## config.mk

```make
export PLATFORM = sky130hd
export DESIGN_NAME = branch_condition_unit
export DESIGN_NICKNAME = d
export VERILOG_FILES = /design/src/rtl/branch_condition_unit.sv
export SDC_FILE = /design/constraint.sdc
export NUM_CORES = 1
export LEC_CHECK = 0
export CORE_ASPECT_RATIO = 1.25
export CORE_UTILIZATION = 45
export DETAILED_ROUTE_END_ITERATION = 7
export HOLD_SLACK_MARGIN = 0.06
export PLACE_DENSITY = 0.76
export SYNTH_ARGS = -nofsm -noshare
export SYNTH_HDL_FRONTEND = slang
export SYNTH_SLANG_ARGS = --single-unit
export TNS_END_PERCENT = 100
```

## constraint.sdc

```tcl
create_clock -name i_clk -period 2.1 [get_ports i_clk]
set_input_delay 0.42 -clock i_clk [delete_from_list [all_inputs] [get_ports i_clk]]
set_output_delay 0.42 -clock i_clk [all_outputs]
set_load 0.02 [all_outputs]
```

## src/rtl/branch_condition_unit.sv

```systemverilog
// Branch resolver: evaluates ccc against committed {N,V,Z} flags and produces taken/next-PC/flush.
// Latency: result registered, 1 cycle after acceptance; 2 cycles when a flag write is in flight.
// Backpressure: br_ready drops for one cycle while a branch waits out an in-flight flag write.
module branch_condition_unit #(
  parameter int ADDR_W = 16,
  parameter int CNT_W  = 16
) (
  input  logic              i_clk,
  input  logic              i_rst,
  input  logic [2:0]        i_flags,
  input  logic [1:0]        i_flags_set_ex,
  input  logic              i_br_valid,
  output logic              o_br_ready,
  input  logic [2:0]        i_br_cond,
  input  logic [ADDR_W-1:0] i_br_target,
  input  logic [ADDR_W-1:0] i_pc_plus2,
  output logic              o_res_valid,
  output logic              o_res_taken,
  output logic [ADDR_W-1:0] o_res_next_pc,
  output logic              o_flush,
  output logic [CNT_W-1:0]  o_taken_cnt,
  output logic [CNT_W-1:0]  o_total_cnt
);

  typedef enum logic [0:0] {
    S_IDLE = 1'b0,
    S_HOLD = 1'b1
  } state_t;

  state_t              r_state;
  state_t              w_state_nxt;

  // Copy of a branch parked while the flag write lands
  logic [2:0]          r_cond;
  logic [ADDR_W-1:0]   r_target;
  logic [ADDR_W-1:0]   r_pc_plus2;

  logic                r_res_valid;
  logic                r_res_taken;
  logic [ADDR_W-1:0]   r_res_next_pc;
  logic [CNT_W-1:0]    r_taken_cnt;
  logic [CNT_W-1:0]    r_total_cnt;

  logic                w_br_ready;
  logic                w_latch;
  logic                w_eval_vld;
  logic [2:0]          w_eval_cond;
  logic [ADDR_W-1:0]   w_eval_target;
  logic [ADDR_W-1:0]   w_eval_pc_plus2;
  logic                w_eval_taken;

  // Only the Z/N/V write enable (bit 0) matters for stalling
  logic                w_unused_set_ex;
  assign w_unused_set_ex = i_flags_set_ex[1];

  // Condition table over {N,V,Z}
  function automatic logic cond_true(input logic [2:0] ccc, input logic [2:0] f);
    logic n, v, z;
    n = f[2];
    v = f[1];
    z = f[0];
    case (ccc)
      3'b000:  cond_true = !z;
      3'b001:  cond_true = z;
      3'b010:  cond_true = !z && !n;
      3'b011:  cond_true = n;
      3'b100:  cond_true = z || !n;
      3'b101:  cond_true = n || z;
      3'b110:  cond_true = v;
      default: cond_true = 1'b1;
    endcase
  endfunction

  // State register
  always_ff @(posedge i_clk or negedge i_rst) begin
    if (!i_rst) begin
      r_state <= S_IDLE;
    end else begin
      r_state <= w_state_nxt;
    end
  end

  // Next-state, handshake and selection of which branch gets evaluated this cycle
  always_comb begin
    w_state_nxt     = r_state;
    w_br_ready      = 1'b0;
    w_latch         = 1'b0;
    w_eval_vld      = 1'b0;
    w_eval_cond     = i_br_cond;
    w_eval_target   = i_br_target;
    w_eval_pc_plus2 = i_pc_plus2;
    case (r_state)
      S_IDLE: begin
        w_br_ready = !(i_br_valid && i_flags_set_ex[0]);
        if (i_br_valid) begin
          if (i_flags_set_ex[0]) begin
            w_latch     = 1'b1;
            w_state_nxt = S_HOLD;
          end else begin
            w_eval_vld = 1'b1;
          end
        end
      end
      S_HOLD: begin
        // Flags were updated at the edge that entered HOLD, so i_flags is now current
        w_eval_vld      = 1'b1;
        w_eval_cond     = r_cond;
        w_eval_target   = r_target;
        w_eval_pc_plus2 = r_pc_plus2;
        w_state_nxt     = S_IDLE;
      end
      default: w_state_nxt = S_IDLE;
    endcase
  end

  assign w_eval_taken = cond_true(w_eval_cond, i_flags);

  // Park the stalled branch
  always_ff @(posedge i_clk or negedge i_rst) begin
    if (!i_rst) begin
      r_cond     <= '0;
      r_target   <= '0;
      r_pc_plus2 <= '0;
    end else if (w_latch) begin
      r_cond     <= i_br_cond;
      r_target   <= i_br_target;
      r_pc_plus2 <= i_pc_plus2;
    end
  end

  // Result register: valid pulses, taken/next-PC hold their last value
  always_ff @(posedge i_clk or negedge i_rst) begin
    if (!i_rst) begin
      r_res_valid   <= 1'b0;
      r_res_taken   <= 1'b0;
      r_res_next_pc <= '0;
    end else begin
      r_res_valid <= w_eval_vld;
      if (w_eval_vld) begin
        r_res_taken   <= w_eval_taken;
        r_res_next_pc <= w_eval_taken ? w_eval_target : w_eval_pc_plus2;
      end
    end
  end

  // Saturating statistics, updated together with the result so they track res_valid
  always_ff @(posedge i_clk or negedge i_rst) begin
    if (!i_rst) begin
      r_taken_cnt <= '0;
      r_total_cnt <= '0;
    end else if (w_eval_vld) begin
      if (r_total_cnt != '1) r_total_cnt <= r_total_cnt + CNT_W'(1);
      if (w_eval_taken && (r_taken_cnt != '1)) r_taken_cnt <= r_taken_cnt + CNT_W'(1);
    end
  end

  assign o_br_ready    = w_br_ready;
  assign o_res_valid   = r_res_valid;
  assign o_res_taken   = r_res_taken;
  assign o_res_next_pc = r_res_next_pc;
  assign o_flush       = r_res_valid & r_res_taken;
  assign o_taken_cnt   = r_taken_cnt;
  assign o_total_cnt   = r_total_cnt;

endmodule

```

==> reports/qor.txt <==
Core ar. - 8796 sq um
Root Buffer - clkbuf_8
post-synth top area cell - dfrtp_1
Vias/cell - 5.282
routed via count - 3,444
DRC viols - 0
Worst-path clk slew - 70 ps
initial antenna violation count - 0
Area Overhead vs Synth - 38.51%
total gr overflow - 0
Worst R2R Path Depth - 7
Final Core Density - 0.6482
Seq/Total Area, Yosys - 0.5228
min-delay worst type - reg2reg
failing checks - setup timing
Sink Count - 86
Num CTS Buffers - 9
area of the multi-input gates - 1936 sq um
Post-Synthesis Net Count - 464
Max Cap Viol - 0
Hold Crit Endpoint - r_pc_plus2[13]
reg2reg start - r_state
Avg Inst Size Synth - 9.824 sq um
Yosys cell types - 40
CP Launch Type - flop
Initial DRT Pass Iterations - 4
CTS tree - yes
status - complete, but fails checks
Final #Nets - 572
fill cell count - 676
worst slew pin tran - 579.0 ps
crit end category - flop
worst hold path stage count - 2
Post-Route WL - 9.954 mm
all-layer global routing usage - 0.2261
Synth top area share - 0.5228
dpl hpwl - 6.679 mm
FF+latch area - 2153 sq um
Leak Pwr - 2.563 nW
post-route ant nets - 0
skew final - 11.56 ps
Final Critical Period - 2346 ps
crit share post-route - 1.117
Die H - 108.9 um
layout cells sized above 1 - 0.1147
worst path arrival time - 2590 ps
first-pass GRT wire length - 16.62 mm
H-tree levels - 3
vias in the first global route - 3,420
num rows - 38
Clock Latency Late Sink - 360 ps
CP required - 2340 ps
Yosys reg bits - 86
crit path from - r_state
Worst R2R End - o_res_next_pc[6]
fin worst setup slack - -246.1 ps
hold_sp - r_pc_plus2[13]
Final Instance Area - 5702 sq um
wire per inst - 15.27 um
CP Class - reg2reg
die area - 9537 sq um
RSZ-0062 raised after global routing - true
Hold Fails Final Rpt - 0
top cells by area, synth - dfrtp_1, nand2_1, xnor2_1
area post-placement - 5305 sq um
Longest Clk Path Bufs - 2
largest net degree at the start of global routing - 48
number of top-level pins - 95
antenna fix cells - 0
CP max FO - 15
Initial Utilization - 0.4680
yosys warns - 0
R2R setup slack - -250 ps
slew margin rel. - 0.6140
synthesized cell area - 4116 sq um
DR iter-0 viols - 200
port bufs - 93
top achievable clock speed - 426.2 MHz
Final setup viols - 33
maximum VDD drop - 0.0007717 V
Post-Syn Instances - 419
Slew Limit Fails - 0
PD cells - 911.9 nW/um^2
GPL Wtd Cong - 0.7610
Die W - 87.55 um
## report_power, final
group | leakage (nW) | switching [mW] | internal, mW | total [mW]
combinational | 1.35 | 0.754 | 0.803 | 1.56
clock | 0.124 | 0.567 | 0.857 | 1.42
sequential | 1.09 | 0.272 | 1.95 | 2.22
## state kept, by name, summed over array words and instances (netlist names)
signal	cells
o_res_next_pc	16
r_target	16
r_state	1
r_pc_plus2	16
o_res_taken	1
r_cond	3
o_total_cnt	16
o_taken_cnt	16
o_res_valid	1
## cells by family after synthesis
kind of cell    after synthesis  synth area share
simple gates                196            0.2143
flops                        86            0.5228
compound gates               56            0.1021
xor+xnor                     28           0.05957
buf+inv                      26           0.03070
mux                          25           0.06443
fa+ha+maj                     2          0.006078
## cells in the mapped netlist
library cell / count
a211o_1: 16
a211oi_1: 1
a211oi_2: 1
a21oi_1: 18
a22o_1: 16
and2_1: 2
and3_1: 6
and4_1: 1
buf_1: 2
buf_2: 2
buf_4: 1
buf_6: 3
clkbuf_1: 14
clkinv_1: 1
dfrtp_1: 86
ha_1: 2
inv_1: 3
mux2_1: 1
mux2_2: 4
mux2_4: 1
mux2i_1: 18
mux2i_2: 1
nand2_1: 122
nand2b_1: 2
nand3_1: 14
nand3b_1: 1
nand4_1: 14
nor2_1: 10
nor2b_1: 16
nor3_1: 4
nor3b_1: 1
nor4_1: 1
o211a_1: 1
o21a_1: 1
o21ai_0: 1
o21bai_1: 1
or3_1: 1
or4b_1: 1
xnor2_1: 24
xor2_1: 4
## final cells by class
cell class / instances / share of cell area
inverters: 4 / 0.002633
well taps: 120 / 0.02633
clock buffers: 13 / 0.02787
multi-input cells: 307 / 0.3395
flip-flops and latches: 86 / 0.3777
repair buffers: 119 / 0.2102
clock inverters: 3 / 0.01580
## layout by cell type (no fill, tap or decap), drive strengths merged, types with 4 or more instances in the layout
master,count
a22o,16
a21oi,18
nor2,10
mux2,6
a211o,16
nor2b,16
clkdlybuf4s50,89
dfrtp,86
clkbuf,13
buf,26
nand2,122
xor2,4
mux2i,19
nand3,14
nand4,14
xnor2,24
and3,6
nor3,4
## per-stage QoR
step / setup TNS (ps) / instances / power [mW] / worst slack [ps] / hold slack [ps]
6_report: -5799 / 652 / 5.199 / -246.1 / 480.0
5_1_grt: -9171 / 652 / 5.453 / -367.5 / 502.8
4_1_cts: -4402 / 651 / 5.216 / -181.0 / 468.7
3_5_place_dp: -17410 / 631 / 3.723 / -580.3 / 382.8
3_3_place_gp: -15410 / 631 / 3.669 / -513.1 / 380.8
2_1_floorplan: 0 / 419 / 2.983 / 4.945 / 124.4
## metal layers
metal | share of wire | global-route usage | up-vias
met1 | 0.45 | 0.3000 | 1696
met3 | 0.038 | 0.04012 | 16
met5 | 0 | 0 | -
met4 | 0.020 | 0.09251 | 0
li1 | - | - | 1645
met2 | 0.50 | 0.3661 | 87
## worst max-delay path, stage by stage, from the launching register on
cell      delay [ps]
dfrtp_2          480
mux2_4           330
or4b_4           510
nand4_1          150
a211oi_4         140
buf_12           180
a211o_1          270
a22o_1           170
## how the worst max path moves through the flow
stage	to	slack (ps)	depth (start not counted)
after floorplan	o_res_next_pc[10]	5	8
after global placement	o_res_next_pc[11]	-510	8
after detailed placement	o_res_next_pc[7]	-580	9
after CTS	o_res_next_pc[11]	-180	8
after global routing	o_taken_cnt[7]	-370	9
final	o_res_next_pc[6]	-250	7
## timing repair
action,4_1_cts,5_1_grt
pin swaps,13,9
hold buffers,1,0
cloned,1,0
resized for setup,19,6
endpoints found under the setup margin,34,33
endpoints found under the hold margin,29,0
buffers inserted,2,1
No activity file was read; power rests on OpenSTA's default activity.
